<file path="config.mk">
export PLATFORM = sky130hd
export DESIGN_NAME = rv_mdu
export DESIGN_NICKNAME = d
export VERILOG_FILES = /design/src/rtl/rv_mdu_pkg.sv /design/src/rtl/rv_pkg.sv /design/src/rtl/rv_div.sv /design/src/rtl/rv_mdu.sv
export SDC_FILE = /design/constraint.sdc
export NUM_CORES = 2
export LEC_CHECK = 0
export ABC_AREA = 1
export BUFFER_PORTS_ARGS = -buffer_cell sky130_fd_sc_hd__buf_4
export CELL_PAD_IN_SITES_DETAIL_PLACEMENT = 1
export CELL_PAD_IN_SITES_GLOBAL_PLACEMENT = 1
export CORE_MARGIN = 2
export CORE_UTILIZATION = 50
export DETAILED_ROUTE_END_ITERATION = 16
export GPL_ROUTABILITY_DRIVEN = 1
export PLACE_DENSITY_LB_ADDON = 0.1
export SLEW_MARGIN = 20
export SYNTH_ARGS = -nofsm -noshare
export SYNTH_HDL_FRONTEND = slang
export SYNTH_SLANG_ARGS = --single-unit
export TNS_END_PERCENT = 50
</file>
<file path="constraint.sdc">
create_clock -name clk_i -period 10.2 [get_ports clk_i]
set_input_delay 2.04 -clock clk_i [delete_from_list [all_inputs] [get_ports clk_i]]
set_output_delay 2.04 -clock clk_i [all_outputs]
set_load 0.1 [all_outputs]
</file>
<file path="src/rtl/rv_mdu_pkg.sv">
// M-extension operation codes and op-class helpers for the multiply/divide unit.
package rv_mdu_pkg;

    localparam int MDU_OP_W = 3;

    // Encodings follow the funct3 field of the M-extension opcodes.
    localparam logic [MDU_OP_W-1:0] MDU_MUL    = 3'd0;
    localparam logic [MDU_OP_W-1:0] MDU_MULH   = 3'd1;
    localparam logic [MDU_OP_W-1:0] MDU_MULHSU = 3'd2;
    localparam logic [MDU_OP_W-1:0] MDU_MULHU  = 3'd3;
    localparam logic [MDU_OP_W-1:0] MDU_DIV    = 3'd4;
    localparam logic [MDU_OP_W-1:0] MDU_DIVU   = 3'd5;
    localparam logic [MDU_OP_W-1:0] MDU_REM    = 3'd6;
    localparam logic [MDU_OP_W-1:0] MDU_REMU   = 3'd7;

    function automatic logic is_mul(input logic [MDU_OP_W-1:0] op);
        return !op[2];
    endfunction

    function automatic logic is_div(input logic [MDU_OP_W-1:0] op);
        return op[2];
    endfunction

endpackage

</file>
<file path="src/rtl/rv_pkg.sv">
// Core-wide constants shared by the RV32IM execute stage.
package rv_pkg;

    localparam int XLEN = 32;

endpackage

</file>
<file path="src/rtl/rv_div.sv">
// Iterative restoring divider: one quotient bit per cycle, producing quotient
// and remainder together so a DIV/REM pair can share a single run.
module rv_div
#(
    parameter int XLEN = rv_pkg::XLEN
)
(
    input  logic            clk_i,
    input  logic            arstn_i,
    input  logic            div_start_i,
    input  logic            zero_i,
    input  logic            kill_i,
    input  logic            keep_i,
    input  logic            signed_i,
    input  logic [XLEN-1:0] port_a_i,
    input  logic [XLEN-1:0] port_b_i,
    output logic [XLEN-1:0] div_result_o,
    output logic [XLEN-1:0] rem_result_o,
    output logic            div_stall_req_o
);

    localparam int CNT_W = $clog2(XLEN);

    typedef enum logic [2:0] {D_IDLE, D_INIT, D_CALC, D_ZERO, D_SIGN, D_DONE} div_state_e;

    div_state_e        state, state_nxt;
    logic [XLEN-1:0]   a_p0, b_p0;
    logic              sgn_p0;
    logic [XLEN-1:0]   quo_p1, dvs_p1, rem_p1;
    logic [CNT_W-1:0]  cnt_p1;
    logic              neg_q_p1, neg_r_p1;
    logic              need_sign;
    logic              last_step;
    logic [XLEN:0]     rem_shift, diff;
    logic [XLEN-1:0]   q_nxt, r_nxt;

    // Two's-complement negate when neg is set, pass-through otherwise.
    function automatic logic [XLEN-1:0] cond_neg(input logic [XLEN-1:0] v, input logic neg);
        return neg ? (~v + XLEN'(1)) : v;
    endfunction

    assign need_sign = neg_q_p1 | neg_r_p1;
    assign last_step = (cnt_p1 == CNT_W'(XLEN-1));

    // One restoring step: shift in the next dividend bit, try the subtraction.
    always_comb begin
        rem_shift = {rem_p1, quo_p1[XLEN-1]};
        diff      = rem_shift - {1'b0, dvs_p1};
        q_nxt     = {quo_p1[XLEN-2:0], ~diff[XLEN]};
        r_nxt     = diff[XLEN] ? rem_shift[XLEN-1:0] : diff[XLEN-1:0];
    end

    assign div_stall_req_o = (state == D_IDLE) ? div_start_i : (state != D_DONE);

    // State register; reset comes in active-low and is sampled on the clock.
    always_ff @(posedge clk_i) begin
        if (!arstn_i) state <= D_IDLE;
        else          state <= state_nxt;
    end

    // Next-state: zero divisor short-cuts, sign fix-up only when needed.
    always_comb begin
        state_nxt = state;
        case (state)
            D_IDLE: if (div_start_i) state_nxt = zero_i ? D_ZERO : D_INIT;
            D_INIT: state_nxt = D_CALC;
            D_CALC: if (last_step) state_nxt = need_sign ? D_SIGN : D_DONE;
            D_ZERO: state_nxt = D_DONE;
            D_SIGN: state_nxt = D_DONE;
            D_DONE: if (!keep_i) state_nxt = D_IDLE;
            default: state_nxt = D_IDLE;
        endcase
        if (kill_i) state_nxt = D_IDLE;
    end

    // Operand capture, magnitude set-up and the shift/subtract iteration.
    always_ff @(posedge clk_i) begin
        case (state)
            D_IDLE: begin
                a_p0   <= port_a_i;
                b_p0   <= port_b_i;
                sgn_p0 <= signed_i;
            end
            D_INIT: begin
                quo_p1   <= cond_neg(a_p0, sgn_p0 & a_p0[XLEN-1]);
                dvs_p1   <= cond_neg(b_p0, sgn_p0 & b_p0[XLEN-1]);
                rem_p1   <= '0;
                cnt_p1   <= '0;
                neg_q_p1 <= sgn_p0 & (a_p0[XLEN-1] ^ b_p0[XLEN-1]);
                neg_r_p1 <= sgn_p0 & a_p0[XLEN-1];
            end
            D_CALC: begin
                quo_p1 <= q_nxt;
                rem_p1 <= r_nxt;
                cnt_p1 <= cnt_p1 + CNT_W'(1);
            end
            default: ;
        endcase
    end

    // Result registers hold the last completed run for the cache to reuse.
    always_ff @(posedge clk_i) begin
        if (!arstn_i) begin
            div_result_o <= '0;
            rem_result_o <= '0;
        end else if (!kill_i) begin
            case (state)
                D_CALC: if (last_step && !need_sign) begin
                    div_result_o <= q_nxt;
                    rem_result_o <= r_nxt;
                end
                D_ZERO: begin
                    div_result_o <= '1;
                    rem_result_o <= a_p0;
                end
                D_SIGN: begin
                    div_result_o <= cond_neg(quo_p1, neg_q_p1);
                    rem_result_o <= cond_neg(rem_p1, neg_r_p1);
                end
                default: ;
            endcase
        end
    end

endmodule

</file>
<file path="src/rtl/rv_mdu.sv">
// RV32IM multiply/divide front-end: 2-cycle multiplier, iterative divider
// control, DIV/REM operand cache and the single result/stall seen by EX.
module rv_mdu
    import rv_mdu_pkg::*;
#(
    parameter int XLEN = rv_pkg::XLEN
)
(
    input  logic                clk_i,
    input  logic                rst_i,
    input  logic                mdu_req_i,
    input  logic [MDU_OP_W-1:0] mdu_op_i,
    input  logic [XLEN-1:0]     port_a_i,
    input  logic [XLEN-1:0]     port_b_i,
    input  logic                kill_i,
    input  logic                keep_i,
    output logic [XLEN-1:0]     mdu_result_o,
    output logic                mdu_stall_req_o
);

    typedef enum logic [1:0] {M_IDLE, M_CALC, M_DONE} mul_state_e;

    mul_state_e               m_state, m_nxt;
    logic                     mul_req, div_req, div_signed;
    logic                     a_sext, b_sext;
    logic signed [XLEN:0]     mul_a_p0, mul_b_p0;
    logic signed [2*XLEN+1:0] product_p1;
    logic                     mul_unused_hi;

    logic                     cache_valid, cache_signed, cache_hit;
    logic [XLEN-1:0]          cache_a, cache_b;

    logic                     div_start, div_zero, div_stall;
    logic [XLEN-1:0]          div_result, rem_result;

    assign mul_req    = mdu_req_i & is_mul(mdu_op_i);
    assign div_req    = mdu_req_i & is_div(mdu_op_i);
    assign div_signed = (mdu_op_i == MDU_DIV) | (mdu_op_i == MDU_REM);
    assign a_sext     = (mdu_op_i == MDU_MULH) | (mdu_op_i == MDU_MULHSU);
    assign b_sext     = (mdu_op_i == MDU_MULH);

    // Multiplier state register.
    always_ff @(posedge clk_i) begin
        if (rst_i) m_state <= M_IDLE;
        else       m_state <= m_nxt;
    end

    // Multiplier sequencing; a flush wins over everything.
    always_comb begin
        m_nxt = m_state;
        case (m_state)
            M_IDLE: if (mul_req) m_nxt = M_CALC;
            M_CALC: m_nxt = M_DONE;
            M_DONE: if (!keep_i) m_nxt = M_IDLE;
            default: m_nxt = M_IDLE;
        endcase
        if (kill_i) m_nxt = M_IDLE;
    end

    // Stage 0: 33-bit operands, extended per op so one signed multiply covers all variants.
    always_ff @(posedge clk_i) begin
        if (m_state == M_IDLE && mul_req && !kill_i) begin
            mul_a_p0 <= {a_sext & port_a_i[XLEN-1], port_a_i};
            mul_b_p0 <= {b_sext & port_b_i[XLEN-1], port_b_i};
        end
    end

    // Stage 1: full signed product.
    always_ff @(posedge clk_i) begin
        if (rst_i)
            product_p1 <= '0;
        else if (m_state == M_CALC && !kill_i)
            product_p1 <= (2*XLEN+2)'(mul_a_p0) * (2*XLEN+2)'(mul_b_p0);
    end

    // The two extension bits of the product never reach the result.
    assign mul_unused_hi = ^product_p1[2*XLEN+1:2*XLEN];

    assign cache_hit = div_req & cache_valid & (port_a_i == cache_a) &
                       (port_b_i == cache_b) & (div_signed == cache_signed);
    assign div_start = div_req & ~cache_hit;
    assign div_zero  = (port_b_i == '0);

    // Cache valid: dropped while a divide runs, set when one completes.
    always_ff @(posedge clk_i) begin
        if (rst_i)
            cache_valid <= 1'b0;
        else if (div_start && div_stall)
            cache_valid <= 1'b0;
        else if (div_start && !div_stall && !kill_i)
            cache_valid <= 1'b1;
    end

    // Cache tag: operands and signedness of the completed divide.
    always_ff @(posedge clk_i) begin
        if (div_start && !div_stall && !kill_i) begin
            cache_a      <= port_a_i;
            cache_b      <= port_b_i;
            cache_signed <= div_signed;
        end
    end

    rv_div #(.XLEN(XLEN)) u_div (
        .clk_i           (clk_i),
        .arstn_i         (~rst_i),
        .div_start_i     (div_start),
        .zero_i          (div_zero),
        .kill_i          (kill_i),
        .keep_i          (keep_i),
        .signed_i        (div_signed),
        .port_a_i        (port_a_i),
        .port_b_i        (port_b_i),
        .div_result_o    (div_result),
        .rem_result_o    (rem_result),
        .div_stall_req_o (div_stall)
    );

    // Result mux and stall request toward EX.
    always_comb begin
        mdu_result_o    = '0;
        mdu_stall_req_o = 1'b0;
        if (mul_req) begin
            mdu_stall_req_o = (m_state != M_DONE);
            if (m_state == M_DONE)
                mdu_result_o = (mdu_op_i == MDU_MUL) ? product_p1[XLEN-1:0]
                                                     : product_p1[2*XLEN-1:XLEN];
        end else if (div_req) begin
            mdu_stall_req_o = cache_hit ? 1'b0 : div_stall;
            mdu_result_o    = ((mdu_op_i == MDU_DIV) || (mdu_op_i == MDU_DIVU)) ? div_result
                                                                                 : rem_result;
        end
    end

endmodule

</file>
== Word level (Yosys, flattened, before mapping) ==
Index checks and enable logic that the tools add are counted.

* Bitwise logic cells: 23
* Reduce and logical (&&, ||, !) cells: 24
* Multiply operators: 1
* Multiplexer cells: 30
* Eq/ne operators: 24
* $add $sub $neg: 6

{| class="wikitable"
|+ Operators by type and width
! cell !! count
|-
| two-way mux 32 bit || 12
|-
| case mux 32 bit (3 select lines) || 2
|-
| adder 32 x 1 -> 32 bit (second input constant) || 4
|-
| NOT 32 bit || 4
|-
| case mux 32 bit (2 select lines) || 2
|-
| equality test 32 bit || 2
|-
| multiplier 33 x 33 -> 64 bit || 1
|-
| subtractor 33 x 32 -> 33 bit || 1
|-
| zero test 32 bit || 1
|-
| equality test 3 bit (second input constant) || 5
|-
| case mux 3 bit (5 select lines) || 1
|-
| bitwise AND 1 bit || 12
|-
| != test 2 bit (second input constant) || 5
|-
| case mux 5 bit (2 select lines) || 1
|-
| equality test 3 x 2 -> 1 bit (second input constant) || 3
|-
| two-way mux 3 bit || 3
|-
| logical AND 1 bit || 7
|-
| equality test 3 x 1 -> 1 bit (second input constant) || 2
|-
| zero test 3 bit || 2
|-
| two-way mux 2 bit || 3
|-
| case mux 2 bit (3 select lines) || 1
|-
| AND reduction 3 bit || 2
|-
| OR reduction 2 bit || 3
|-
| adder 5 x 1 -> 5 bit (second input constant) || 1
|-
| other kinds (16) || 28
|}

* Bits in registers: 433
* Input bits: 72

== Depth between registers and ports, before layout ==
* Word-level depth: 11
* Mapped depth: 34
* Depth with buffers taken out: 32

== Modules after synthesis ==
Synthesis repeated with hierarchy kept, for this count alone.

* Cell total of the unflattened synthesis: 8297
* Area, all modules: 64665.8 um^2

{| class="wikitable"
|+ Modules (own cells, without submodules)
! module !! seq. area each (um^2) !! area each (um^2) !! times used !! cells an instance
|-
| rv_mdu || 5275.1 || 49272.3 || 1 || 6162
|-
| rv_div || 6386.1 || 15393.5 || 1 || 2135
|}

== Worst setup path before layout ==
No wires, ideal clock.

* Kind: flip-flop to flip-flop
* Start: register mul_b_p0[1]
* End: register product_p1[63]
* Slack: 3.093 ns
* Period minus slack after synthesis: 7.107 ns
* Stages on the path, launching flop included: 29
* Setup time: 0.109 ns
* Required time: 10.091 ns
* Data arrival time: 6.998 ns
* Buffers on the path: 2
* Cell sequence: edfxtp_1 -> clkbuf_1 -> clkbuf_1 -> nand2_1 -> inv_1 -> fa_1 -> fa_1 -> fa_1 -> fa_1 -> inv_1 -> fa_1 -> inv_1 -> fa_1 -> fa_1 -> inv_1 -> fa_1 -> inv_1 -> ha_1 -> nand2_1 -> nor2_1 -> nand2_1 -> nor4_1 -> nand2_1 -> nand2_1 -> inv_1 -> nand2_1 -> nand3_1 -> nand2_1 -> inv_1

* Word-level cells in the longest chain between the ends: 1

{| class="wikitable"
|+ RTL lines
! what !! RTL line !! text
|-
| start, declared || rv_mdu.sv:26 || <nowiki>logic signed [XLEN:0] mul_a_p0, mul_b_p0;</nowiki>
|-
| start signal, assigned || rv_mdu.sv:64 || <nowiki>mul_b_p0 <= {b_sext & port_b_i[XLEN-1], port_b_i};</nowiki>
|-
| multiplier 33 x 33 -> 64 bit || rv_mdu.sv:73 || <nowiki>product_p1 <= (2*XLEN+2)'(mul_a_p0) * (2*XLEN+2)'(mul_b_p0);</nowiki>
|-
| end signal, assigned || rv_mdu.sv:73 ||
|-
| end, declared || rv_mdu.sv:27 || <nowiki>logic signed [2*XLEN+1:0] product_p1;</nowiki>
|}

No other way between the ends.
A chain may end at the register's enable or synchronous reset.

== Worst setup path after layout ==
* Start: register mul_b_p0[12]
* End: register product_p1[61]

Same word-level chain as after synthesis.

==> Implementation_results.wiki <==
{| class="wikitable"
! Metric !! Value
|-
| Wire length reported by the detailed router || 253 mm
|-
| Placeable core region || between 100,000 and 150,000 µm²
|-
| Pin count of the biggest net entering global routing || 96
|-
| Worst Skew || 0.0482 ns
|-
| R2R depth || 26
|-
| Final Setup Violations || 0
|-
| Port Buffers || roughly 100
|-
| TNS Setup || 0 ns
|-
| Effective utilization at floorplan || 50.4%
|-
| Non-filler instance count after layout || 10,000
|-
| Slack of the worst reg-to-reg path || 1.71 ns
|-
| Post-CTS Setup Repair Bufs || 0
|-
| Iter 0 DRT Violations || 4,844
|-
| Latest clock arrival within the worst-skew pair || between 0.6 and 0.7 ns
|-
| Source of the worst hold timing path || u_div.div_result_o[0]
|-
| Path type of the worst min-delay path || register to register
|-
| Highest fanout seen on the critical path || 12
|-
| Routed via count divided by cell count || 5.52
|-
| Crit path capture type || register
|-
| Number of sinks handled by clock tree synthesis || around 430
|-
| Endpoint of the lowest-slack register-to-register path || product_p1[61]
|-
| Transition time of the tightest slew-check pin || 1.20 ns
|-
| Share of final-layout standard cells stronger than drive strength 1 || 6.33%
|-
| Clk pin slew, worst setup/hold paths || 0.07 ns
|-
| Residual antenna-violating net count after detailed routing || 0
|-
| Antenna violations before repair || 14
|-
| Normalized max-slew margin || 19.9%
|-
| Cell area after technology mapping || 65,200 µm²
|-
| Data required, critical path || 10.78 ns
|-
| Number of placed instances, taps included || approximately 10,000
|-
| Post-synthesis sequential area ratio || between 15 and 20%
|-
| Worst flop-to-flop path startpoint || mul_b_p0[12]
|-
| Syn-to-layout area delta || 6.79%
|-
| Clock root buffer || clkbuf_16
|-
| Final period demand of the worst path || 8.49 ns
|-
| Setup repair after global routing missed its margin || no
|-
| First-pass DRT Iterations || 6
|-
| Worst hold margin || 0.482 ns
|-
| Top-Level Pins || 105
|-
| Half-perimeter wire length after detailed placement || 207 mm
|-
| Number of synthesized register bits || 433
|-
| Num rows || 132
|-
| Utilization after layout || 53.8%
|-
| Clock tree buffer depth || 3
|-
| RD Place Congestion || 0.989
|-
| Drt wl/cell || 25.2 µm
|-
| Via count of the first global-routing pass || around 60,000
|-
| TritonCTS buffer count || 54
|-
| Number of enable-type register cells in the synthesized netlist || 299
|-
| Global-route total usage across every layer || about two fifths
|-
| Run status || finished clean
|-
| CP Launch Type || register
|-
| Number of buffers inserted by hold repair at cts || 0
|-
| Synthesized instance count || about 8,300
|-
| Top_reg_cell synth || edfxtp_1
|-
| Die outline width || 365 µm
|-
| Crit Path Class || register to register
|-
| Post-synth ARST share || 0%
|-
| Number of DRC violations after detailed routing || 0
|-
| Total via count after detailed routing || 55,400
|-
| Worst hold path endpoint || u_div.div_result_o[0]
|-
| Overall die height || 365 µm
|-
| Post-synthesis cell type count || 61
|-
| Final max-slew violation count || 0
|-
| CTS tree || done
|-
| Fin crit share || 83.2%
|-
| Worst hold path stage count || 2
|-
| Wire length of the first global-routing pass || ~380 mm
|-
| Arrival time at the worst endpoint || 9.06 ns
|-
| Nets || 9,696
|-
| Final global-route overflow total || 0
|-
| Number of H-tree branching levels || 2
|-
| Full die area || 133,000 µm²
|-
| Final hold violation count || 0
|-
| Maximum capacitance violations || 0
|-
| Total nets after synthesis || between 9,000 and 10,000
|-
| Average instance area after synthesis || 7.84 µm²
|-
| Total number of yosys warnings || 0
|-
| Upper clock frequency limit || between 0.1 and 0.15 GHz
|-
| Post-CTS Resized || 0
|}
layout make-up:
cell class	instances	area [µm²]
clock inverters	28	329
well taps	1742	2180
flip-flops and latches	433	11700
inverters	2242	8420
clock buffers	72	1500
diodes	5	12.5
fillers	16100	59800
multi-input cells	5278	43700
repair buffers	239	1890
cell usage in the layout, fill, tap and decap left out, types with 6 or more instances in the layout:
cell       count
nand2_4       35
o31ai_1       40
nand2_1     2060
xor2_1        69
o21bai_1      41
nand3_2       34
nand2_2       34
nand3b_1      13
fa_1        1126
nor3_1        60
a31oi_1       12
clkinv_2       6
o211ai_1      44
o21ai_1       18
nand4_1       54
nor2_4         8
ha_1         250
o21ai_0      254
a21oi_2       35
inv_2         24
clkinv_1      12
buf_12         7
clkbuf_1      13
xnor2_1       45
a21oi_1      247
clkbuf_16     57
nor2_2         9
or2_2         15
dfxtp_1      134
edfxtp_1     299
buf_4        231
nor4_1        11
nor2_1       472
inv_1       2213
nand3_1      259
cells by family (layout without fill, tap and decap cells):
kind of cell / after synthesis / after routing / synth area share [%]
flip-flops: 433 / 433 / 17.9
other: 0 / 5 / 0
XOR/XNOR: 114 / 114 / 1.53
buffers and inverters: 2613 / 2581 / 15.2
AO/OA/AOI/OAI: 709 / 709 / 6.24
AND/OR/NAND/NOR: 3079 / 3079 / 19.8
adder cells (fa/ha/maj): 1376 / 1376 / 39.3
registers in the layout, indices dropped and copies added (netlist names), 5 cells and up:
signal	flops
product_p1	64
mul_a_p0	33
mul_b_p0	33
cache_a	32
cache_b	32
u_div.a_p0	32
u_div.b_p0	32
u_div.div_result_o	32
u_div.dvs_p1	32
u_div.quo_p1	32
u_div.rem_p1	32
u_div.rem_result_o	32
u_div.cnt_p1	5
how the worst max path moves through the flow:
stage / startpoint / to / slack (ns) / cells past startpoint
finish: mul_b_p0[12] / product_p1[61] / 1.71 / 26
global route: mul_b_p0[6] / product_p1[57] / 1.29 / 29
CTS: mul_a_p0[32] / product_p1[61] / 1.67 / 28
detailed placement: mul_a_p0[32] / product_p1[61] / 1.69 / 28
global placement: mul_a_p0[32] / product_p1[61] / 1.85 / 29
floorplan: mul_b_p0[1] / product_p1[63] / 3.09 / 28
stage by stage:
step	setup slack (ns)	area [µm²]
CTS	1.67	69700
global route	1.29	69700
global placement	1.85	67800
detailed placement	1.69	67800
floorplan	3.09	65200
finish	1.71	69700
synth_stat cells, drive strengths merged, types with 40 or more instances:
| library cell | instances | area [µm²] |
|---|---|---|
| dfxtp | 134 | 2680 |
| ha | 250 | 3130 |
| edfxtp | 299 | 8980 |
| inv | 2239 | 8410 |
| nand4 | 54 | 338 |
| nor3 | 66 | 357 |
| nor2 | 489 | 1880 |
| xor2 | 69 | 604 |
| fa | 1126 | 22500 |
| o211ai | 44 | 330 |
| o31ai | 40 | 300 |
| xnor2 | 45 | 394 |
| nand3 | 294 | 1650 |
| o21ai | 274 | 1380 |
| o21bai | 41 | 308 |
| nand2 | 2130 | 8350 |
| clkbuf | 347 | 1320 |
| a21oi | 283 | 1560 |
worst max-delay path, cell delays in order, from the launching register on:
cell	delay, ns
edfxtp_1	0.95
nand2_1	0.30
fa_1	0.60
fa_1	0.78
inv_1	0.17
fa_1	0.73
inv_1	0.24
fa_1	0.53
inv_1	0.06
fa_1	0.55
inv_1	0.06
fa_1	0.50
fa_1	0.43
fa_1	0.49
inv_1	0.05
ha_1	0.39
nand2_1	0.13
nor2_1	0.16
inv_1	0.08
nor2_1	0.23
nand2_1	0.22
nor2_1	0.14
nand2_1	0.18
nand4_1	0.14
nand3_1	0.09
nand2_1	0.10
inv_1	0.04
layer usage:
metal / GRT usage [%] / routed length (µm)
met4: 18.2 / 14400
met5: 0 / 39
met3: 6.50 / 19700
met1: 51.1 / 103000
met2: 62.5 / 116000
Power is left out: the tool's default activity adds up to more than one toggle a clock period on the data nets, which glitch-free logic cannot reach.
